**src/rtl/alarm_sounder.sv**
```systemverilog
// Alarm sounder: turns the comparator's alarming level into grouped beeps
// on a piezo output and returns a debounced dismiss level.
module alarm_sounder #(
    parameter int DEB_CYCLES = 20,
    parameter int TONE_HALF  = 25000,
    parameter int BEEP_ON    = 10000000,
    parameter int BEEP_OFF   = 5000000,
    parameter int BEEPS      = 3,
    parameter int GROUP_GAP  = 50000000
) (
    input  logic clk,
    input  logic rst,
    input  logic alarming,
    input  logic btn_off,
    output logic buzzer,
    output logic off,
    output logic alarm_led
);

    localparam int M1 = (DEB_CYCLES > TONE_HALF) ? DEB_CYCLES : TONE_HALF;
    localparam int M2 = (BEEP_ON > BEEP_OFF) ? BEEP_ON : BEEP_OFF;
    localparam int M3 = (BEEPS > GROUP_GAP) ? BEEPS : GROUP_GAP;
    localparam int M4 = (M1 > M2) ? M1 : M2;
    localparam int MAXP = (M3 > M4) ? M3 : M4;
    localparam int CW = $clog2(MAXP + 1);

    typedef logic [CW-1:0] cnt_t;
    localparam cnt_t ONE = cnt_t'(1);

    typedef enum logic [2:0] {
        IDLE,
        BEEP,
        SPACE,
        GAP,
        ACKED
    } state_t;

    state_t state;
    state_t state_n;

    logic al_q1;
    logic al_s;
    logic btn_q1;
    logic btn_s;
    logic btn_db;
    logic btn_db_q;
    logic press;

    cnt_t deb_cnt;
    cnt_t phase;
    cnt_t tone_cnt;
    cnt_t beep_cnt;
    cnt_t beep_n;

    assign press = btn_db & ~btn_db_q;

    always_ff @(posedge clk) begin
        if (rst) begin
            al_q1    <= 1'b0;
            al_s     <= 1'b0;
            btn_q1   <= 1'b0;
            btn_s    <= 1'b0;
            btn_db   <= 1'b0;
            btn_db_q <= 1'b0;
            deb_cnt  <= '0;
        end else begin
            al_q1    <= alarming;
            al_s     <= al_q1;
            btn_q1   <= btn_off;
            btn_s    <= btn_q1;
            btn_db_q <= btn_db;
            if (btn_s == btn_db) begin
                deb_cnt <= '0;
            end else if (deb_cnt + ONE == cnt_t'(DEB_CYCLES - 1)) begin
                btn_db  <= btn_s;
                deb_cnt <= '0;
            end else begin
                deb_cnt <= deb_cnt + ONE;
            end
        end
    end

    // Window end beats a press, and a press beats a phase expiry.
    always_comb begin
        state_n = state;
        beep_n  = beep_cnt;
        unique case (state)
            IDLE: begin
                if (al_s) begin
                    state_n = BEEP;
                    beep_n  = '0;
                end
            end
            BEEP: begin
                if (!al_s) begin
                    state_n = IDLE;
                end else if (press) begin
                    state_n = ACKED;
                end else if (phase == cnt_t'(BEEP_ON - 1)) begin
                    if (beep_cnt < cnt_t'(BEEPS - 1)) begin
                        state_n = SPACE;
                        beep_n  = beep_cnt + ONE;
                    end else begin
                        state_n = GAP;
                        beep_n  = '0;
                    end
                end
            end
            SPACE: begin
                if (!al_s) begin
                    state_n = IDLE;
                end else if (press) begin
                    state_n = ACKED;
                end else if (phase == cnt_t'(BEEP_OFF - 1)) begin
                    state_n = BEEP;
                end
            end
            GAP: begin
                if (!al_s) begin
                    state_n = IDLE;
                end else if (press) begin
                    state_n = ACKED;
                end else if (phase == cnt_t'(GROUP_GAP - 1)) begin
                    state_n = BEEP;
                end
            end
            ACKED: begin
                if (!al_s) begin
                    state_n = IDLE;
                end
            end
            default: begin
                state_n = IDLE;
            end
        endcase
        if (state_n == IDLE || state_n == ACKED) begin
            beep_n = '0;
        end
    end

    always_ff @(posedge clk) begin
        if (rst) begin
            state     <= IDLE;
            beep_cnt  <= '0;
            phase     <= '0;
            tone_cnt  <= '0;
            buzzer    <= 1'b0;
            alarm_led <= 1'b0;
            off       <= 1'b0;
        end else begin
            state    <= state_n;
            beep_cnt <= beep_n;

            if (state_n != state) begin
                phase <= '0;
            end else if (state inside {BEEP, SPACE, GAP}) begin
                phase <= phase + ONE;
            end else begin
                phase <= '0;
            end

            if (state == BEEP && state_n == BEEP) begin
                if (tone_cnt == cnt_t'(TONE_HALF - 1)) begin
                    tone_cnt <= '0;
                    buzzer   <= ~buzzer;
                end else begin
                    tone_cnt <= tone_cnt + ONE;
                end
            end else begin
                tone_cnt <= '0;
                buzzer   <= 1'b0;
            end

            alarm_led <= (state_n inside {BEEP, SPACE, GAP});
            // Lags ACKED by one cycle so the level outlives the state.
            off       <= (state == ACKED);
        end
    end

endmodule

```
**config.mk**
```make
export PLATFORM = sky130hd
export DESIGN_NAME = alarm_sounder
export DESIGN_NICKNAME = d
export VERILOG_FILES = /design/src/rtl/alarm_sounder.sv
export SDC_FILE = /design/constraint.sdc
export NUM_CORES = 1
export LEC_CHECK = 0
export BUFFER_PORTS_ARGS = -buffer_cell sky130_fd_sc_hd__buf_2
export CORE_ASPECT_RATIO = 0.7
export CORE_MARGIN = 2
export CORE_UTILIZATION = 57
export CTS_CLUSTER_DIAMETER = 100
export DETAILED_ROUTE_END_ITERATION = 16
export PLACE_DENSITY = 0.76
export SETUP_SLACK_MARGIN = 0.05
export SLEW_MARGIN = 20
export SYNTH_ARGS = -nofsm -noshare
export SYNTH_HDL_FRONTEND = slang
export SYNTH_SLANG_ARGS = --single-unit
```
**constraint.sdc**
```tcl
create_clock -name clk -period 2.7 [get_ports clk]
set_input_delay 0.27 -clock clk [delete_from_list [all_inputs] [get_ports clk]]
set_output_delay 0.27 -clock clk [all_outputs]
set_load 0.005 [all_outputs]
```
---- Word-level counts from Yosys, hierarchy flattened ----
Index checks and enable logic that the tools add are counted.
storage, ports and cells
  bits in registers ....................... 116
  latch bits .............................. 0
  RAM bits ................................ 0
  memory bits (read-only) ................. 0
  bits of input ports ..................... 4
  memories kept ........................... 0
cells by class
  add/subtract/negate cells ............... 4
  multiply operators ...................... 0
  div/mod/pow operators ................... 0
  magnitude comparators ................... 1
  equality and inequality tests ........... 19
  shift-type cells ........................ 0
  muxes and demuxes ....................... 19
  bitwise gates (word level) .............. 6
  reductions and logical operators ........ 14
operator list
  kind                                                    number
  two-way mux 26 bit                                      5
  adder 26 x 1 -> 26 bit (second input constant)          4
  one-hot mux 26 bit (2 select lines)                     1
  two-way mux 3 bit                                       11
  equality test 26 x 15 -> 1 bit (second input constant)  1
  equality test 26 x 23 -> 1 bit (second input constant)  1
  equality test 26 x 24 -> 1 bit (second input constant)  1
  equality test 26 bit (second input constant)            1
  equality test 26 x 5 -> 1 bit (second input constant)   1
  < comparator 26 x 2 -> 1 bit (second input constant)    1
  one-hot mux 3 bit (5 select lines)                      1
  equality test 3 x 2 -> 1 bit (second input constant)    4
  OR reduction 3 bit                                      3
  inequality test 2 bit (second input constant)           4
  equality test 3 x 1 -> 1 bit (second input constant)    2
  equality test 3 bit (second input constant)             2
  zero test 3 bit                                         2
  nonzero test 3 bit                                      2
  inverter 1 bit                                          5
  AND reduction 5 bit                                     1
  OR reduction 2 bit                                      2
  inequality test 3 bit                                   1
  AND reduction 2 bit                                     1
  nonzero test 2 bit                                      1
  other kinds (5)                                         5

---- Longest topological paths before layout ----
Gate-level depths: netlist of the first run.
  word-level depth ........................ 10
  mapped depth ............................ 9
  depth with buffers taken out ............ 8

---- Worst setup path before layout of the first run ----
OpenSTA, ideal clock, no wires.
  path kind ............................... register to register
  start point ............................. register phase[0]
  end point ............................... register beep_cnt[21]
  arrival time ............................ 2.646 ns
  slack ................................... -0.072 ns
  cell stages (with the launch flop) ...... 10
  path buffers ............................ 1
  cell sequence ........................... dfxtp_1 > ha_1 > nand3_2 > or4_4 > o41ai_2 > or4b_4 > buf_6 > nor3_2 > xnor2_1 > nor2_2
on the way
  cells in the longest elaborated chain, start to end .. 8
ends and longest elaborated chain
  what                                                    RTL line      RTL
  start: declaration                                      50            cnt_t phase;
  start signal: assignment                                157           phase <= phase + ONE;
  equality test 26 bit, or another cell as far along      123           end else if (phase == cnt_t'(GROUP_GAP - 1)) begin
  two-way mux 3 bit (on tied branches)                    123, 114, 99
  two-way mux 3 bit (on tied branches)                    121, 112, 97
  two-way mux 3 bit (on tied branches)                    119, 110, 95
  one-hot mux 3 bit (5 select lines)                      87            unique case (state)
  equality test 3 bit or zero test 3 bit (tied branches)  136           if (state_n == IDLE || state_n == ACKED) begin
  logical OR 1 bit                                        136
  OR reduction 2 bit (no source line)                     --
  end signal: assignment                                  152           beep_cnt <= beep_n;
  end: declaration                                        52            cnt_t beep_cnt;
Parallel ways exist; a longest one is shown, timed or not.
A chain may end at the register's enable or synchronous reset.

---- Worst setup path after layout of the first run ----
  start point ............................. register phase[1]
  end point ............................... register beep_cnt[21]
The elaborated chain is that of the path after synthesis.

==> flow_summary.ini, run 1 <==
[logic_synthesis]
yosysSeqAreaShare_pct = 41.91
post_synth_xor_area_fraction_pct = 13.59
synthArstFlopShare_pct = 0
ys_seq_elements = 116
ys_flop_type = sky130_fd_sc_hd__dfxtp_1
post-synth-top-count-cell = sky130_fd_sc_hd__nor2_1
dominant_cell_type_by_area_after_synthesis = sky130_fd_sc_hd__dfxtp_1
yosys_warnings = 0
synthesis.nets = 691
synth-compound-area-share_pct = 5.306
yosysTopAreaCellShare_pct = 41.91
synth_top_family_by_area = simple AND/OR/NAND/NOR gates
synth_enable_flop_cells = 0
synth_area_in_adders_pct = 1.129
synthTopCellsByArea = sky130_fd_sc_hd__dfxtp_1, sky130_fd_sc_hd__nor2_1, sky130_fd_sc_hd__xor2_1
syn-instance-count = 682
basic_gate_share_of_the_synthesized_area_counting_and_or_nand_and_nor_cells_pct = 34.57
synth_common_cells = sky130_fd_sc_hd__nor2_1, sky130_fd_sc_hd__dfxtp_1, sky130_fd_sc_hd__nand2_1, sky130_fd_sc_hd__xor2_1, sky130_fd_sc_hd__nand3_1
netlist_area_um2 = 5542
yosys-mux-area-fraction_pct = 0.5645
synth_area_per_cell_um2 = 8.125
synth.distinct_cells = 56

[placed_design]
placedInstanceArea_um2 = 5811
routabilityCongestion = 0.8909
pre_cts_slack_ns = 0.03076
dpl.hpwl_mm = 7.574
portBuffers = 6

[cells_and_area]
utilization_pct = 68.72
drive_gt1_share_pct = 13.47
multi_input_area_um2 = 3206
number_of_diodes_added_for_antenna_fixing = 0
layout.area.seq_um2 = 2330
finalNetCount = 716
flow.area_growth_from_synthesis_pct = 18.69
finalInstanceArea_um2 = 6578
n_fill_cell = 739

[sta]
timing.final.crit_share_pct = 99.07
grt_setup_unrepaired = yes
tightestPinTransition_ns = 0.6585
finalMaxSlewViolations = 0
setup_viol = 0
hold-worst-slack_ns = 0.07215
slew_headroom_pct = 56.01
fin_skew_ns = 0.01031
timing.final.hold_violations = 0
final.setup.worst_slack_ns = 0.02516
fin_crit_ns = 2.675
max_freq_mhz = 373.9

[flow_run]
drv.max_cap_violation_count = 0

[grt]
overflow = 0
maximum_number_of_pins_on_one_net_before_global_route_repair = 28
first_pass_grt_wire_length_mm = 19.95
grt_util_all_layers_pct = 23.67
grt_pass1_vias = 4346
antenna_found_initial = 0

[setup_path]
worstPathBufferInverterCount = 0
timing.critical_path.cells = ha_4 > nand3_2 > or4_4 > o41ai_4 > or4b_4 > nor3_2 > xnor2_1 > nor2_2
critical_path.startpoint = phase[1]
r2r_end = beep_cnt[21]
critPathKind = reg -> reg
critPathTopFamily = simple AND/OR/NAND/NOR gates
r2r_setup_slack_ns = 0.03
worstRegToRegCells = 8
critical_path_depth = 8
timing.critical_path.fanout_max = 7
critical_path.endpoint = beep_cnt[21]
crit_path_max_incr_delay_ns = 0.59
critical_path.startpoint_type = flip-flop
sort_of_element_at_the_end_of_the_critical_path = flip-flop
timing.critical_path.slowest_stage_cell = sky130_fd_sc_hd__or4_4
critical_path_arrival_ns = 2.99
crit_required_ns = 3.01
rr_startpoint = phase[1]

[drt]
first_iter_violations = 297
number_of_antenna_violating_nets_in_the_routed_design = 0
routed_wl_mm = 11.85
routed-via-count = 4698
drt_drc_violations_left = 0
drt_pass1_iterations = 7
drt-vias-per-instance = 5.540
post_drt_wl_per_cell_um = 13.97

[die]
die_height_um = 86.50
floorplan.die_area_um2 = 10540
placement_rows = 30
boundaryPins = 7
fp.dieW_um = 121.9
core_area_um2 = 9572
initial_utilization_pct = 57.90

[power_and_ir_drop]
p_clk_share_pct = 55.5
combPwrFrac_pct = 1.2
total_power_per_unit_cell_area_nw_per_um2 = 604.1
power.share.sequential_pct = 43.3
worst_ir_drop_vdd_mv = 0.4733
power_report.internal_total_mw = 3.098
power.switching_fraction_pct = 22.03
power_switching_mw = 0.8754
total_power_mw = 3.973
p_leak_nw = 2.344

[cts]
cts_root_buf = sky130_fd_sc_hd__clkbuf_16
numCtsBuffers = 17
cts_tree = yes
path_clk_slew_ns = 0.06
clock_insertion_delay_worst_skew_ns = 0.42
clock_path_buffers = 2
cts.hold.buffers_added = 0
cts.sinks = 116
cts_max_level = 4

[min_path]
min_path_type = in -> reg

[outcome]
run_status = complete, no violations
[logic make-up after synthesis]
group | Yosys count
simple gates | 388
flops | 116
xor+xnor | 86
compound gates | 44
buf+inv | 40
fa+ha+maj | 5
mux | 3
[metal layers]
layer,wire [µm],track usage [%],vias to the layer above
met5,0,0,-
met4,154,7.732,0
met2,5457,36.52,108
met3,579,6.908,17
met1,5654,32.09,2197
li1,-,-,2376
[registers in the layout, summed over array words and instances (netlist names), 3 cells and up]
name and cells:
phase 26, tone_cnt 26, beep_cnt 26, deb_cnt 26
state 3
[power by group through the flow]
stage	clock (mW)	sequential, mW	combinational [mW]
5_1_grt	2.33	1.72	0.0524
6_report	2.21	1.72	0.0473
3_5_place_dp	0	1.76	0.0448
4_1_cts	2.23	1.72	0.0453
2_1_floorplan	0	1.76	0.0304
3_3_place_gp	0	1.76	0.0438
[area by class of cell]
cell class	count	area share [%]
clock buffers	18	6.525
clock inverters	14	2.340
repair buffers	30	3.690
flip-flops and latches	116	35.42
multi-input cells	527	48.73
well taps	128	2.435
inverters	15	0.8560
[stage by stage]
step / setup TNS (ns) / std cells
3_5_place_dp: 0 / 810
6_report: 0 / 848
4_1_cts: 0 / 844
5_1_grt: -0.2389 / 848
2_1_floorplan: 0 / 682
3_3_place_gp: 0 / 810
[worst min-delay path by stage]
| stage | slack [ns] | cells past startpoint | to | from |
|---|---|---|---|---|
| 6_report | 0.07 | 2 | al_q1 | alarming |
| 5_1_grt | 0.09 | 2 | btn_q1 | btn_off |
| 4_1_cts | 0.07 | 2 | al_q1 | alarming |
| 3_5_place_dp | 0.43 | 1 | btn_s | btn_q1 |
| 3_3_place_gp | 0.42 | 1 | btn_s | btn_q1 |
| 2_1_floorplan | 0.34 | 1 | btn_s | rst |
[what timing repair did]
item	in CTS	in global routing
gates cloned	1	0
pin swaps	1	13
setup buffers	1	4
gates resized for setup	2	28
endpoints found under the setup margin	5	80
[cells in the final DEF (no fill, tap or decap), types with 3 or more instances in the layout]
cell                        instances
sky130_fd_sc_hd__nor2_1           130
sky130_fd_sc_hd__dfxtp_1          114
sky130_fd_sc_hd__nand2_1           79
sky130_fd_sc_hd__xor2_1            46
sky130_fd_sc_hd__nand3_1           41
sky130_fd_sc_hd__xnor2_1           40
sky130_fd_sc_hd__nand4_1           24
sky130_fd_sc_hd__buf_4             20
sky130_fd_sc_hd__nor3_1            17
sky130_fd_sc_hd__clkbuf_16         17
sky130_fd_sc_hd__inv_1             15
sky130_fd_sc_hd__nor2b_1           15
sky130_fd_sc_hd__and3_1            15
sky130_fd_sc_hd__nor4_1            14
sky130_fd_sc_hd__a21oi_1           13
sky130_fd_sc_hd__o21ai_0            7
sky130_fd_sc_hd__a31oi_1            6
sky130_fd_sc_hd__nor3b_1            6
sky130_fd_sc_hd__clkinv_4           6
sky130_fd_sc_hd__buf_2              6
sky130_fd_sc_hd__and4_1             4
sky130_fd_sc_hd__nor2_2             4
sky130_fd_sc_hd__nor4bb_1           3
sky130_fd_sc_hd__nand2b_1           3
sky130_fd_sc_hd__and2_1             3
sky130_fd_sc_hd__nor4_4             3
sky130_fd_sc_hd__or3_1              3
sky130_fd_sc_hd__ha_1               3
sky130_fd_sc_hd__inv_6              3
sky130_fd_sc_hd__clkinv_2           3
(Power assumes the default switching activity.)
==> run 2, diff against run 1 <==
Settings changed: BUFFER_PORTS_ARGS -buffer_cell sky130_fd_sc_hd__buf_2 to -buffer_cell sky130_fd_sc_hd__clkbuf_2.
==> run 2 against run 1 <==
The flow now finishes with violations (setup timing). Power increased by 3.9%. Via count increased by 2.0%. Sequential share of layout area decreased by 0.40 points. Final cell count increased by 0.47%. Non-clock buffer count increased by 4. Clock skew increased by 0.0024 ns. Clock-buffer cell count increased by 2. Clock power increased by 7%. Critical endpoint is now beep_cnt[9].
==> flow_summary.ini, run 2 (synthesized netlist as in run 1, its figures left out) <==
[drt]
drt_pass1_iterations = 5
number_of_antenna_violating_nets_in_the_routed_design = 0
routed_wl_mm = 12.70
first_iter_violations = 342
routed-via-count = 4792
drt_drc_violations_left = 0
drt-vias-per-instance = 5.624
post_drt_wl_per_cell_um = 14.91

[die]
core_area_um2 = 9572
initial_utilization_pct = 57.90
fp.dieW_um = 121.9
placement_rows = 30
die_height_um = 86.50
floorplan.die_area_um2 = 10540
boundaryPins = 7

[cells_and_area]
utilization_pct = 69.61
finalNetCount = 720
n_fill_cell = 726
drive_gt1_share_pct = 14.78
flow.area_growth_from_synthesis_pct = 20.23
final_cells = 852
layout_commonest_cell = sky130_fd_sc_hd__nor2_1
final_cell_mix = sky130_fd_sc_hd__nor2_1, sky130_fd_sc_hd__dfxtp_1, sky130_fd_sc_hd__nand2_1, sky130_fd_sc_hd__xor2_1, sky130_fd_sc_hd__nand3_1
number_of_diodes_added_for_antenna_fixing = 0

[grt]
first_pass_grt_wire_length_mm = 20.80
overflow = 0
grtUsageMet2_pct = 39.31
grt_pass1_vias = 4461
use_met1_pct = 32.12
global_route.peak_usage_layer = met2
grt.met3_usage_pct = 6.579
grt_util_all_layers_pct = 24.90
maximum_number_of_pins_on_one_net_before_global_route_repair = 28
antenna_found_initial = 0

[placed_design]
routabilityCongestion = 0.9052
placed_cells = 813
portBuffers = 6
dpl.hpwl_mm = 7.876

[sta]
tightestPinTransition_ns = 0.5382
timing.final.hold_violations = 0
grt_setup_unrepaired = yes
timing.final.crit_share_pct = 100.0
setup_viol = 1
max_freq_mhz = 370.3
slew_headroom_pct = 64.12
fin_skew_ns = 0.01269
finalMaxSlewViolations = 0
fin_crit_ns = 2.700
final.setup.worst_slack_ns = -0.0002174

[setup_path]
worstPathBufferInverterCount = 0
critical_path_arrival_ns = 3.06
crit_path_max_incr_delay_ns = 0.59
timing.critical_path.fanout_max = 7
critPathTopFamily = simple AND/OR/NAND/NOR gates
timing.critical_path.cells = ha_4 > nand3_2 > or4_4 > o41ai_4 > or4b_4 > or3_4 > a21oi_2
critical_path.startpoint_type = flip-flop
crit_required_ns = 3.06
sort_of_element_at_the_end_of_the_critical_path = flip-flop
critPathKind = reg -> reg
r2r_setup_slack_ns = -0.0002
timing.critical_path.slowest_stage_cell = sky130_fd_sc_hd__or4_4

[power_and_ir_drop]
worst_ir_drop_vdd_mv = 0.4919
total_power_per_unit_cell_area_nw_per_um2 = 619.6
total_power_mw = 4.128
p_leak_nw = 2.335

[cts]
path_clk_slew_ns = 0.06
cts_tree = yes
cts.sinks = 116
numCtsBuffers = 17
cts_max_level = 4
clock_insertion_delay_worst_skew_ns = 0.43
cts_root_buf = sky130_fd_sc_hd__clkbuf_16
clock_path_buffers = 2

[outcome]
violations = setup timing
run_status = complete, but fails checks

[flow_run]
drv.max_cap_violation_count = 0

[min_path]
min_path_type = in -> reg
-- run 2: worst paths after layout --
kind,start,to,cells after the start
min reg2reg,btn_q1,btn_s,1
max,phase[0],beep_cnt[9],7
min,btn_off,btn_q1,2
max reg2reg,phase[0],beep_cnt[9],7
-- run 2: timing repair --
item                                    4_1_cts  5_1_grt
pin swaps                                     0       12
endpoints found under the hold margin         0        0
cloned                                        1        0
gates resized for setup                       3       31
buffers inserted                              1        5
endpoints found under the setup margin        3       69
hold buffers                                  0        0
-- run 2: stage by stage --
stage,hold slack [ns],setup TNS (ns),instance area (µm²),worst slack (ns)
6_report,0.1099,-0.0002174,6663,-0.0002174
5_1_grt,0.1146,-0.7471,6663,-0.09628
4_1_cts,0.1051,0,6494,0.04813
3_5_place_dp,0.4272,0,5846,0.03087
3_3_place_gp,0.4191,0,5846,0.1057
2_1_floorplan,0.3416,0,5555,0.07170
-- run 2: cell type report --
cell class / instances / area (µm²) / share of cell area, %
tap: 128 / 160.2 / 2.404
inverter: 15 / 56.30 / 0.8451
clock inverter: 12 / 181.4 / 2.723
timing repair buffer: 34 / 281.5 / 4.225
clock buffer: 20 / 436.7 / 6.554
sequential: 116 / 2333 / 35.02
multi-input combinational: 527 / 3213 / 48.23
-- run 2: routing by layer --
metal | vias up | part of all wire [%]
li1 | 2386 | -
met1 | 2243 | 46
met2 | 135 | 47
met3 | 28 | 5.2
met4 | 0 | 2.1
met5 | - | 0
-- run 2: power by group --
group / total [mW] / switching [mW] / internal [mW]
sequential: 1.72 / 0.00469 / 1.72
clock: 2.36 / 0.813 / 1.54
combinational: 0.0518 / 0.0336 / 0.0181
total: 4.13 / 0.852 / 3.28
==> run 3, diff against run 2 <==
Settings changed: CORE_UTILIZATION 57 to 35, PLACE_DENSITY 0.76 to 0.54.
==> run 3 against run 2 <==
Final cell count rose by 9.0%. Cell area rose by 0.96%. Combinational power fell by 4.1%. Fmax rose by 4.8%. Critical path depth fell by 1. Clock power fell by 11%. The run now ends clean. Critical endpoint is now beep_cnt[7]. Worst setup slack improved by 0.12 ns.
==> flow_summary.ini, run 3 (synthesized netlist as in run 1, its figures left out) <==
[sta]
grt_setup_unrepaired = yes
slew_headroom_pct = 63.81
fin_crit_ns = 2.576
fin_skew_ns = 0.01519
totalNegativeSetupSlack_ns = 0
finalMaxSlewViolations = 0
max_freq_mhz = 388.2
final.setup.worst_slack_ns = 0.1237
tightestPinTransition_ns = 0.5387
timing.final.hold_violations = 0
setup_viol = 0
timing.final.crit_share_pct = 95.42

[cts]
cts.hold.buffers_added = 0
numCtsBuffers = 17
cts_tree = yes
path_clk_slew_ns = 0.05
clock_path_buffers = 2
cts_root_buf = sky130_fd_sc_hd__clkbuf_16
clock_insertion_delay_worst_skew_ns = 0.42
cts_max_level = 4
cts.sinks = 116

[power_and_ir_drop]
p_leak_nw = 2.350
worst_ir_drop_vdd_mv = 0.4233
total_power_per_unit_cell_area_nw_per_um2 = 577.0

[grt]
grt_util_all_layers_pct = 15.44
antenna_found_initial = 0
first_pass_grt_wire_length_mm = 20.95
overflow = 0
maximum_number_of_pins_on_one_net_before_global_route_repair = 28
grt_pass1_vias = 4462

[setup_path]
sort_of_element_at_the_end_of_the_critical_path = flip-flop
critPathKind = reg -> reg
timing.critical_path.slowest_stage_cell = sky130_fd_sc_hd__or4b_4
critPathTopFamily = simple AND/OR/NAND/NOR gates
timing.critical_path.cells = nand4b_1 > or4_4 > o41ai_4 > or4b_4 > or3_4 > a21oi_2
crit_path_max_incr_delay_ns = 0.60
critical_path_arrival_ns = 2.93
worstPathBufferInverterCount = 0
critical_path.startpoint_type = flip-flop
crit_required_ns = 3.05
timing.critical_path.fanout_max = 8

[cells_and_area]
finalNetCount = 726
n_fill_cell = 1524
multi_input_area_um2 = 3201
flow.area_growth_from_synthesis_pct = 21.38
layout_commonest_cell = sky130_fd_sc_hd__nor2_1
final_cell_mix = sky130_fd_sc_hd__nor2_1, sky130_fd_sc_hd__dfxtp_1, sky130_fd_sc_hd__nand2_1, sky130_fd_sc_hd__xor2_1, sky130_fd_sc_hd__nand3_1
drive_gt1_share_pct = 14.40
number_of_diodes_added_for_antenna_fixing = 0
layout.area.seq_um2 = 2330
final_cells = 929

[outcome]
run_status = complete, no violations

[die]
core_area_um2 = 15500
boundaryPins = 7
initial_utilization_pct = 35.75
floorplan.die_area_um2 = 16870
die_height_um = 109.3
placement_rows = 38
fp.dieW_um = 154.4

[placed_design]
pre_cts_slack_ns = 0.001084
routabilityCongestion = 0.7991
dpl.hpwl_mm = 8.010
portBuffers = 6
placed_cells = 889

[drt]
drt-vias-per-instance = 4.964
routed-via-count = 4612
drt_drc_violations_left = 0
m1WireLength_mm = 6.486
route.met3.wl_um = 407
first_iter_violations = 269
routed_wl_mm = 11.99
number_of_antenna_violating_nets_in_the_routed_design = 0
drt_pass1_iterations = 6
routed-wl-met2_mm = 4.966
top_layer_used = met4
post_drt_wl_per_cell_um = 12.90

[min_path]
min_path_type = in -> reg

[flow_run]
drv.max_cap_violation_count = 0
-- run 3: changes by cell type in the layout (fill, tap and decap cells not counted), sizes merged --
| cell | delta |
|---|---|
| buf | +5 |
| clkinv | -1 |
| clkbuf | +8 |
| clkinvlp | -4 |
| bufinv | -3 |
-- run 3: repair_timing --
item                       CTS  global route
hold endpoints to repair     0             0
pin swaps                    8             6
setup endpoints to repair    5            77
resized for setup            8            20
gates cloned                 1             1
buffers inserted             3             4
-- run 3: final timing paths --
check,from,endpoint,slack (ns),cells after the start
worst max register to register,phase[12],beep_cnt[7],0.12,6
worst max-delay path,phase[12],beep_cnt[7],0.12,6
worst min register to register,al_q1,al_s,0.43,1
worst min-delay path,btn_off,btn_q1,0.07,2
-- run 3: routing by layer --
metal  track usage, %  vias up
met5                0        -
met3            4.809       14
li1                 -     2395
met2            22.90       74
met4            4.696        0
met1            21.52     2129
-- run 3: through the flow --
stage	hold WS, ns	total power, mW	util, %	cell area (µm²)
detailed placement	0.4305	1.806	38.49	5966
finish	0.06738	3.881	43.40	6726
global route	0.06497	4.041	43.40	6726
global placement	0.4328	1.805	38.49	5966
CTS	0.05456	3.931	42.53	6593
floorplan	0.3416	1.786	-	5555
-- run 3: area by class of cell --
type                       count  share of cell area [%]
multi-input combinational    527                   47.58
sequential                   116                   34.64
clock buffer                  27                   7.626
timing repair buffer          40                   4.929
tap                          200                   3.720
inverter                      15                  0.8371
clock inverter                 4                  0.6696
-- run 3: power by group --
| part | internal (mW) | switching, mW |
|---|---|---|
| Sequential | 1.72 | 0.00451 |
| Clock | 1.38 | 0.733 |
| Combinational | 0.0178 | 0.0319 |
| Total | 3.11 | 0.769 |
